File: config.mk
export PLATFORM = sky130hd
export DESIGN_NAME = l1_mem_arbiter
export DESIGN_NICKNAME = d
export VERILOG_FILES = /design/src/rtl/l1_mem_arbiter.sv
export SDC_FILE = /design/constraint.sdc
export NUM_CORES = 2
export LEC_CHECK = 0
export ABC_AREA = 1
export BUFFER_PORTS_ARGS = -buffer_cell sky130_fd_sc_hd__buf_2
export CAP_MARGIN = 20
export CORE_AREA = 2 2 635 637
export CTS_CLUSTER_SIZE = 24
export DETAILED_ROUTE_END_ITERATION = 6
export DIE_AREA = 0 0 637 639
export SLEW_MARGIN = 20
export SYNTH_ARGS = -nofsm -noshare
export SYNTH_HDL_FRONTEND = slang
export SYNTH_SLANG_ARGS = --single-unit
File: constraint.sdc
create_clock -name clk -period 30.3 [get_ports clk]
set_clock_uncertainty 0.15 [all_clocks]
set_input_delay 4.545 -clock clk [delete_from_list [all_inputs] [get_ports clk]]
set_output_delay 4.545 -clock clk [all_outputs]
set_load 0.05 [all_outputs]
File: src/rtl/l1_mem_arbiter.sv
// l1_mem_arbiter: shares one external memory port between the instruction
// L1 (port 0) and the data L1 (port 1). One whole-line transaction at a time:
// IDLE -> ISSUE (memory handshake) -> RESP (one-cycle ack) -> IDLE.
//
// Handshake summary: a requester raises reqN with weN/addrN/wdataN stable and
// holds it until ackN; ackN is a single-cycle pulse, rdataN is meaningful while
// ackN is high. Toward memory, mem_cs stays high with stable mem_we/mem_addr/
// mem_data_o until a mem_ack pulse; a mem_ack in the first mem_cs cycle is
// not a completion and is ignored.
module l1_mem_arbiter #(
    parameter int ADDR_WIDTH  = 32,
    parameter int LINE_WIDTH  = 256,
    parameter int DCACHE_PRIO = 0
) (
    input  logic                  clk,
    input  logic                  rst,
    input  logic                  req0,
    input  logic                  we0,
    input  logic [ADDR_WIDTH-1:0] addr0,
    input  logic [LINE_WIDTH-1:0] wdata0,
    output logic                  ack0,
    output logic [LINE_WIDTH-1:0] rdata0,
    input  logic                  req1,
    input  logic                  we1,
    input  logic [ADDR_WIDTH-1:0] addr1,
    input  logic [LINE_WIDTH-1:0] wdata1,
    output logic                  ack1,
    output logic [LINE_WIDTH-1:0] rdata1,
    output logic                  mem_cs,
    output logic                  mem_we,
    output logic [ADDR_WIDTH-1:0] mem_addr,
    output logic [LINE_WIDTH-1:0] mem_data_o,
    input  logic [LINE_WIDTH-1:0] mem_data_i,
    input  logic                  mem_ack,
    output logic                  busy,
    output logic                  grant
);

    typedef enum logic [1:0] {
        IDLE  = 2'd0,
        ISSUE = 2'd1,
        RESP  = 2'd2
    } state_t;

    // Byte-offset bits inside a 32-byte line; cleared on the memory address.
    localparam logic [ADDR_WIDTH-1:0] LINE_OFS_MASK = ADDR_WIDTH'(32'h1f);

    state_t                state_q, state_d;
    logic                  grant_q, grant_d;
    logic                  rr_q, rr_d;        // port favoured on a simultaneous request
    logic                  first_q, first_d;  // high during the first ISSUE cycle
    logic                  we_q, we_d;
    logic [ADDR_WIDTH-1:0] addr_q, addr_d;
    logic [LINE_WIDTH-1:0] wdata_q, wdata_d;
    logic [LINE_WIDTH-1:0] rdata0_q, rdata0_d;
    logic [LINE_WIDTH-1:0] rdata1_q, rdata1_d;
    logic                  pick;

    // Arbitration: a lone requester wins; on a tie either port 1 (fixed
    // priority) or the port not served last (round-robin) wins.
    always_comb begin
        pick = 1'b0;
        if (req0 && req1) begin
            pick = (DCACHE_PRIO != 0) ? 1'b1 : rr_q;
        end else if (req1) begin
            pick = 1'b1;
        end
    end

    // Next-state logic: latch the winner's request, wait for a valid
    // mem_ack, capture the read line, then spend one cycle acknowledging.
    always_comb begin
        state_d  = state_q;
        grant_d  = grant_q;
        rr_d     = rr_q;
        first_d  = 1'b0;
        we_d     = we_q;
        addr_d   = addr_q;
        wdata_d  = wdata_q;
        rdata0_d = rdata0_q;
        rdata1_d = rdata1_q;
        unique case (state_q)
            IDLE: begin
                if (req0 || req1) begin
                    state_d = ISSUE;
                    first_d = 1'b1;
                    grant_d = pick;
                    we_d    = pick ? we1 : we0;
                    addr_d  = (pick ? addr1 : addr0) & ~LINE_OFS_MASK;
                    wdata_d = pick ? wdata1 : wdata0;
                end
            end
            ISSUE: begin
                // An ack coinciding with the rising mem_cs cannot belong to
                // this access, so only later acks complete it.
                if (mem_ack && !first_q) begin
                    state_d = RESP;
                    if (grant_q) begin
                        rdata1_d = we_q ? '0 : mem_data_i;
                    end else begin
                        rdata0_d = we_q ? '0 : mem_data_i;
                    end
                end
            end
            RESP: begin
                rr_d    = ~grant_q;
                state_d = IDLE;
            end
            default: begin
                state_d = IDLE;
            end
        endcase
    end

    // State and datapath registers; reset abandons any transaction in flight.
    always_ff @(posedge clk or posedge rst) begin
        if (rst) begin
            state_q  <= IDLE;
            grant_q  <= 1'b0;
            rr_q     <= 1'b0;
            first_q  <= 1'b0;
            we_q     <= 1'b0;
            addr_q   <= '0;
            wdata_q  <= '0;
            rdata0_q <= '0;
            rdata1_q <= '0;
        end else begin
            state_q  <= state_d;
            grant_q  <= grant_d;
            rr_q     <= rr_d;
            first_q  <= first_d;
            we_q     <= we_d;
            addr_q   <= addr_d;
            wdata_q  <= wdata_d;
            rdata0_q <= rdata0_d;
            rdata1_q <= rdata1_d;
        end
    end

    // Outputs decode the registered state, so reset clears them at once.
    always_comb begin
        busy       = (state_q != IDLE);
        mem_cs     = (state_q == ISSUE);
        mem_we     = mem_cs & we_q;
        mem_addr   = mem_cs ? addr_q : '0;
        mem_data_o = mem_cs ? wdata_q : '0;
        ack0       = (state_q == RESP) && !grant_q;
        ack1       = (state_q == RESP) && grant_q;
        rdata0     = rdata0_q;
        rdata1     = rdata1_q;
        grant      = busy & grant_q;
    end

endmodule

After elaboration in Yosys (flattened, before gate mapping)
Cells that the tools add are included.
{"block": "word_totals", "register_bits": 801, "output_inout_bits": 806, "word_cells": 42}
{"block": "op_classes", "eq_ne": 4, "n_mux": 13, "bitwise": 3, "n_reduce_logical": 13}
{"op": "$mux W256", "n": 3}
{"op": "$mux W32", "n": 2}
{"op": "$reduce_and A3 Y1", "n": 2}
{"op": "$mux W1", "n": 5}
{"op": "$logic_and A1 B1 Y1", "n": 4}
{"op": "$mux W2", "n": 2}
{"op": "$pmux W2 S2", "n": 1}
{"op": "$reduce_and A2 Y1", "n": 2}
{"op": "$and A1 B1 Y1", "n": 2}
{"op": "$eq A2 B1 Y1 const B", "n": 1}
{"op": "$eq A2 B2 Y1 const B", "n": 1}
{"op": "$logic_not A1 Y1", "n": 2}
{"op": "$logic_not A2 Y1", "n": 1}
{"op": "$ne A2 B1 Y1 const B", "n": 1}
{"op": "$ne A2 B2 Y1 const B", "n": 1}
{"op": "$reduce_bool A2 Y1", "n": 1}
{"op": "$logic_or A1 B1 Y1", "n": 1}
{"op": "$not A1 Y1", "n": 1}

Depth between registers and ports, before layout
{"block": "logic_depth", "ltp_word": 4, "depth_mapped": 9}

Worst setup path before layout
OpenSTA, ideal clock, no wires.
{"block": "synth_path", "kind": "reg-to-output", "from": "register state_q[1]", "to": "output port mem_data_o[198]", "arrival_time_ns": 1.619, "required_ns": 25.605, "slack_ns": 23.986, "stages_incl_launch_ff": 6, "n_path_buf": 2, "path_cell_list": "dfrtp_1 > inv_2 > nand2_1 > clkbuf_1 > buf_2 > nor2_1"}
{"block": "synth_between", "elab_chain_cells": 2}
{"element": "start, declared", "line_no": "48", "rtl": "state_t state_q, state_d;"}
{"element": "start signal, assigned", "line_no": "128", "rtl": "state_q <= state_d;"}
{"element": "$eq A2 B1 Y1", "line_no": "143", "rtl": "mem_cs = (state_q == ISSUE);"}
{"element": "$mux W256", "line_no": "146", "rtl": "mem_data_o = mem_cs ? wdata_q : '0;"}
{"element": "end, declared", "line_no": "32", "rtl": "output logic [LINE_WIDTH-1:0] mem_data_o,"}
No other way between the ends.

Worst setup path after layout
{"block": "layout_path", "from": "register state_q[0]", "to": "output port mem_data_o[98]"}
Same word-level chain as after synthesis.

==> impl.org <==
** Status
- The flow ran to the end, and the final reports show no timing, DRC or antenna violations.

** Detailed routing
- Total Routed Length :: 282,000 um
- In this run the remaining antenna-violating nets after routing total 0.
- Ratio of routed vias to standard cells :: 3.45
- In the final routed layout, each cell accounts on average for 22.3 um.
- Number of search-and-repair iterations in the first detailed-routing pass :: 5
- For this run, design rule violations remaining after detail routing come to 0.
- The final route contains around 44,000 vias.
- Number of DRC markers in iteration 0 :: approximately 3,600

** CTS
- Clock tree root buffer cell :: sky130_fd_sc_hd__clkbuf_16
- Clock tree buffer depth :: 4
- Clock slew at the register clock pins of the worst setup and hold paths :: 0.06 ns
- TritonCTS built the clock tree.
- CTS built an H-tree with a depth of 3.
- Number of instances resized during post-cts repair :: 0
- In this run, post-CTS hold repair placed 0 buffers.
- Number of buffers added by the clock tree synthesis step :: 103
- Counting every sink on the clock net gives ~800.
- Clock latency on the worst-skew pair, taken at its later pin, is 0.82 ns.
- Post-CTS Setup Repair Bufs :: 0

** Worst setup path
- The worst setup path is of the reg -> out kind.
- Maximum fanout along the worst path :: 56
- The worst setup path is captured at an output pin.
- The worst register-to-register path begins at we_q.
- The most critical setup path has its startpoint at state_q[0].
- WP data arrival :: 3.97 ns
- Crit path required time :: around 26 ns
- STA classifies the critical path startpoint as a flip-flop.

** Synthesis
- Of all cell types, the one taking the most synthesized area is sky130_fd_sc_hd__dfrtp_1.
- In the synthesized netlist the dominant register cell turns out to be sky130_fd_sc_hd__dfrtp_1.
- Mux contribution to synthesized area :: 0%
- Post-synth top area share :: 49.0%
- By instance count, the leading cell after synthesis is sky130_fd_sc_hd__nand2_1.
- The synthesized design contains 801 register bits.
- Summing the areas of all compound-gate instances in the mapped netlist gives 3.17% of the synthesized area.
- By count the netlist is led by sky130_fd_sc_hd__nand2_1, sky130_fd_sc_hd__inv_1, sky130_fd_sc_hd__nand3_1.
- After synthesis, the cell types taking the most area are sky130_fd_sc_hd__dfrtp_1, sky130_fd_sc_hd__nand2_1, sky130_fd_sc_hd__inv_1, sky130_fd_sc_hd__nand3_1, sky130_fd_sc_hd__nor2_1.
- Combinational family with the most area after synthesis :: simple AND/OR/NAND/NOR gates
- The synthesized netlist occupies a cell area of 40,900 um2.
- Synthesis produced a netlist whose cell count is 5,823.
- Dividing the synthesized area by the synthesized cell count gives 7.02 um2.
- Cell variety after synth :: 17
- Warnings from Yosys :: 0
- Post-synthesis share of cell area spent on and, or, nand and nor gates :: about 32%
- Summing the areas of all xor and xnor instances in the mapped netlist gives 0% of the synthesized area.
- Part of the Yosys area used for sequential elements :: 49.0%
- Adder and majority gate portion of the synthesized area :: 0%
- Counting flops with an async set or reset pin after synthesis yields a share of 100%.
- Number of synthesized flops with an enable pin :: 0

** Power
- Flop pwr share :: between 20% and 30%
- Standby leakage power :: 33.7 nW
- Net switching is 57.6% of the power.
- In this run the power spent charging and discharging nets is between 4 and 5 mW.
- Internal power comes to ~3 mW.
- In this run, the combinational gates consume approximately 56% of the power.
- In this run the power density over the cells is around 120 nW/um2.
- Clk network pwr share :: approximately a fifth
- VDD sags by at most 0.0660 mV.

** Job
- Number of maximum-capacitance constraint violations :: 0

** Floorplan
- The die is between 600 and 700 um wide.
- The core region is around 400,000 um2.
- Row cnt :: about 230
- For this configuration, the core starts out at a cell density of 10.2%.
- Vertical die dimension :: 639 um
- DIE AREA :: 407,000 um2
- Pin placement for this block handled approximately 1,600 I/O pins.

** STA
- For the pin with the worst max-slew slack, the measured transition is about 1.3 ns.
- In this run the tightest slew margin relative to its limit is 16.1%.
- After routing, the total negative slack on setup checks comes to 0 ns.
- The worst path needs 8.67 ns of the cycle, external delays included.
- Setup violations remaining at the end of the flow were counted as 0.
- Hold Violations, Final :: 0
- Highest clock rate :: 115 MHz
- The final max-slew violation count is 0.
- Of the available clock period, the critical path in the final layout requires 28.6%.
- Setup repair after global routing left no endpoint under its margin.

** Finish
- Share of cells above drive strength 1 :: 25.5%
- Net count of the finished layout :: 8,067
- From synthesis to final layout, the design area changed by 41.8%.
- With fillers left out, the area of the finished cells amounts to 58,000 um2.
- After filler insertion, the fill cell instance count of the layout stands at 46,800.
- Cells fill 14.5% of the core in the end.

** Global routing
- The first global-routing pass estimated 373,000 um of wire.
- The initial antenna violation count was about 150.
- Entering global routing, the biggest net connects 158 pins.
- The total overflow left after global routing is 0.
- Global routing used approximately an eighth of the available tracks.
- Number of global-route vias before repair :: 42,300

** Placement
- Routability congestion estimate from global placement :: about 0.95
- PortBufs :: ~1,600
- The HPWL after detailed placement is 229,000 um.
- Cell area reported after detailed placement :: 54,200 um2

** Worst hold path
- Startpoint of the lowest-slack hold path :: rdata0[74]
- Class of the worst hold path :: reg -> reg
-- worst max-delay path, cell delays in order (launching register included) --
cell	delay, ns
sky130_fd_sc_hd__dfrtp_1	0.45
sky130_fd_sc_hd__nand2_4	0.60
sky130_fd_sc_hd__buf_4	0.58
sky130_fd_sc_hd__buf_4	0.65
sky130_fd_sc_hd__nor2_1	0.39
sky130_fd_sc_hd__buf_2	0.33
-- sequential cells by signal, indices dropped and copies added, names as in the netlist --
signal   cells
rdata1     256
we_q         1
first_q      1
wdata_q    256
rdata0     256
addr_q      27
state_q      2
grant_q      1
rr_q         1
-- path summary, 6_finish.rpt --
kind,to,cells after the start,slack (ns)
worst max-delay path,mem_data_o[98],5,21.63
max in group asynchronous,rdata1[9],7,21.87
worst min-delay path,rdata0[74],2,0.31
worst max register to register,rdata1[132],7,25.51
worst min register to register,rdata0[74],2,0.31
min in group asynchronous,addr_q[25],2,3.69
-- layer usage --
layer | routed length [um] | GRT usage, %
met5 | 451 | 0
met4 | 15800 | 6.20
met3 | 27400 | 5.00
met2 | 134000 | 22.4
met1 | 105000 | 14.9
-- kinds of logic (layout without fill, tap and decap cells) --
logic type,Yosys count,count (layout)
AO/OA/AOI/OAI,259,259
buffers and inverters,1505,2982
flip-flops,801,801
other,1,97
AND/OR/NAND/NOR,3257,3257
-- placed cells by master, fill, tap and decap left out, types with 4 or more instances in the layout --
cell,Yosys,routed
sky130_fd_sc_hd__nand2_1,1885,1881
sky130_fd_sc_hd__nor2_1,543,543
sky130_fd_sc_hd__buf_12,0,5
sky130_fd_sc_hd__inv_8,0,4
sky130_fd_sc_hd__clkinv_2,0,6
sky130_fd_sc_hd__diode_2,0,92
sky130_fd_sc_hd__bufinv_16,0,9
sky130_fd_sc_hd__inv_1,1111,1110
sky130_fd_sc_hd__nand2_4,0,4
sky130_fd_sc_hd__buf_2,133,1628
sky130_fd_sc_hd__clkbuf_8,0,32
sky130_fd_sc_hd__dfrtp_1,801,800
sky130_fd_sc_hd__buf_4,39,51
sky130_fd_sc_hd__clkinvlp_4,0,6
sky130_fd_sc_hd__nand3_1,825,824
sky130_fd_sc_hd__clkbuf_1,166,17
sky130_fd_sc_hd__conb_1,1,5
sky130_fd_sc_hd__o21ai_0,257,257
sky130_fd_sc_hd__clkbuf_16,0,103
-- cell type report --
class | instances | area [um2] | share of cell area [%]
antenna | 92 | 230 | 0.397
clock buffer | 152 | 3080 | 5.32
clock inverter | 29 | 472 | 0.814
inverter | 1116 | 4210 | 7.27
multi-input combinational | 3521 | 14700 | 25.3
sequential | 801 | 20000 | 34.6
tap | 5287 | 6620 | 11.4
timing repair buffer | 1685 | 8650 | 14.9
-- metrics by stage --
| stage | hold slack (ns) | total power [mW] | setup slack (ns) | instances |
|---|---|---|---|---|
| final | 0.311 | 7.10 | 21.63 | 12700 |
| after global routing | 0.332 | 7.51 | 21.30 | 12600 |
| after CTS | 0.317 | 7.22 | 21.39 | 12600 |
| after detailed placement | 0.303 | 5.87 | 20.85 | 12400 |
| after global placement | 0.298 | 5.85 | 20.84 | 12400 |
| after floorplan | 0.299 | 4.39 | 3.11 | 5827 |
-- power groups by stage --
stage          logic, mW  registers [mW]  clock network, mW
2_1_floorplan       1.80            2.60                  0
3_3_place_gp        4.09            1.76                  0
3_5_place_dp        4.09            1.77                  0
4_1_cts             4.10            1.76               1.36
5_1_grt             4.29            1.82               1.40
6_report            4.02            1.77               1.32
No activity file was read; power rests on OpenSTA's default activity.
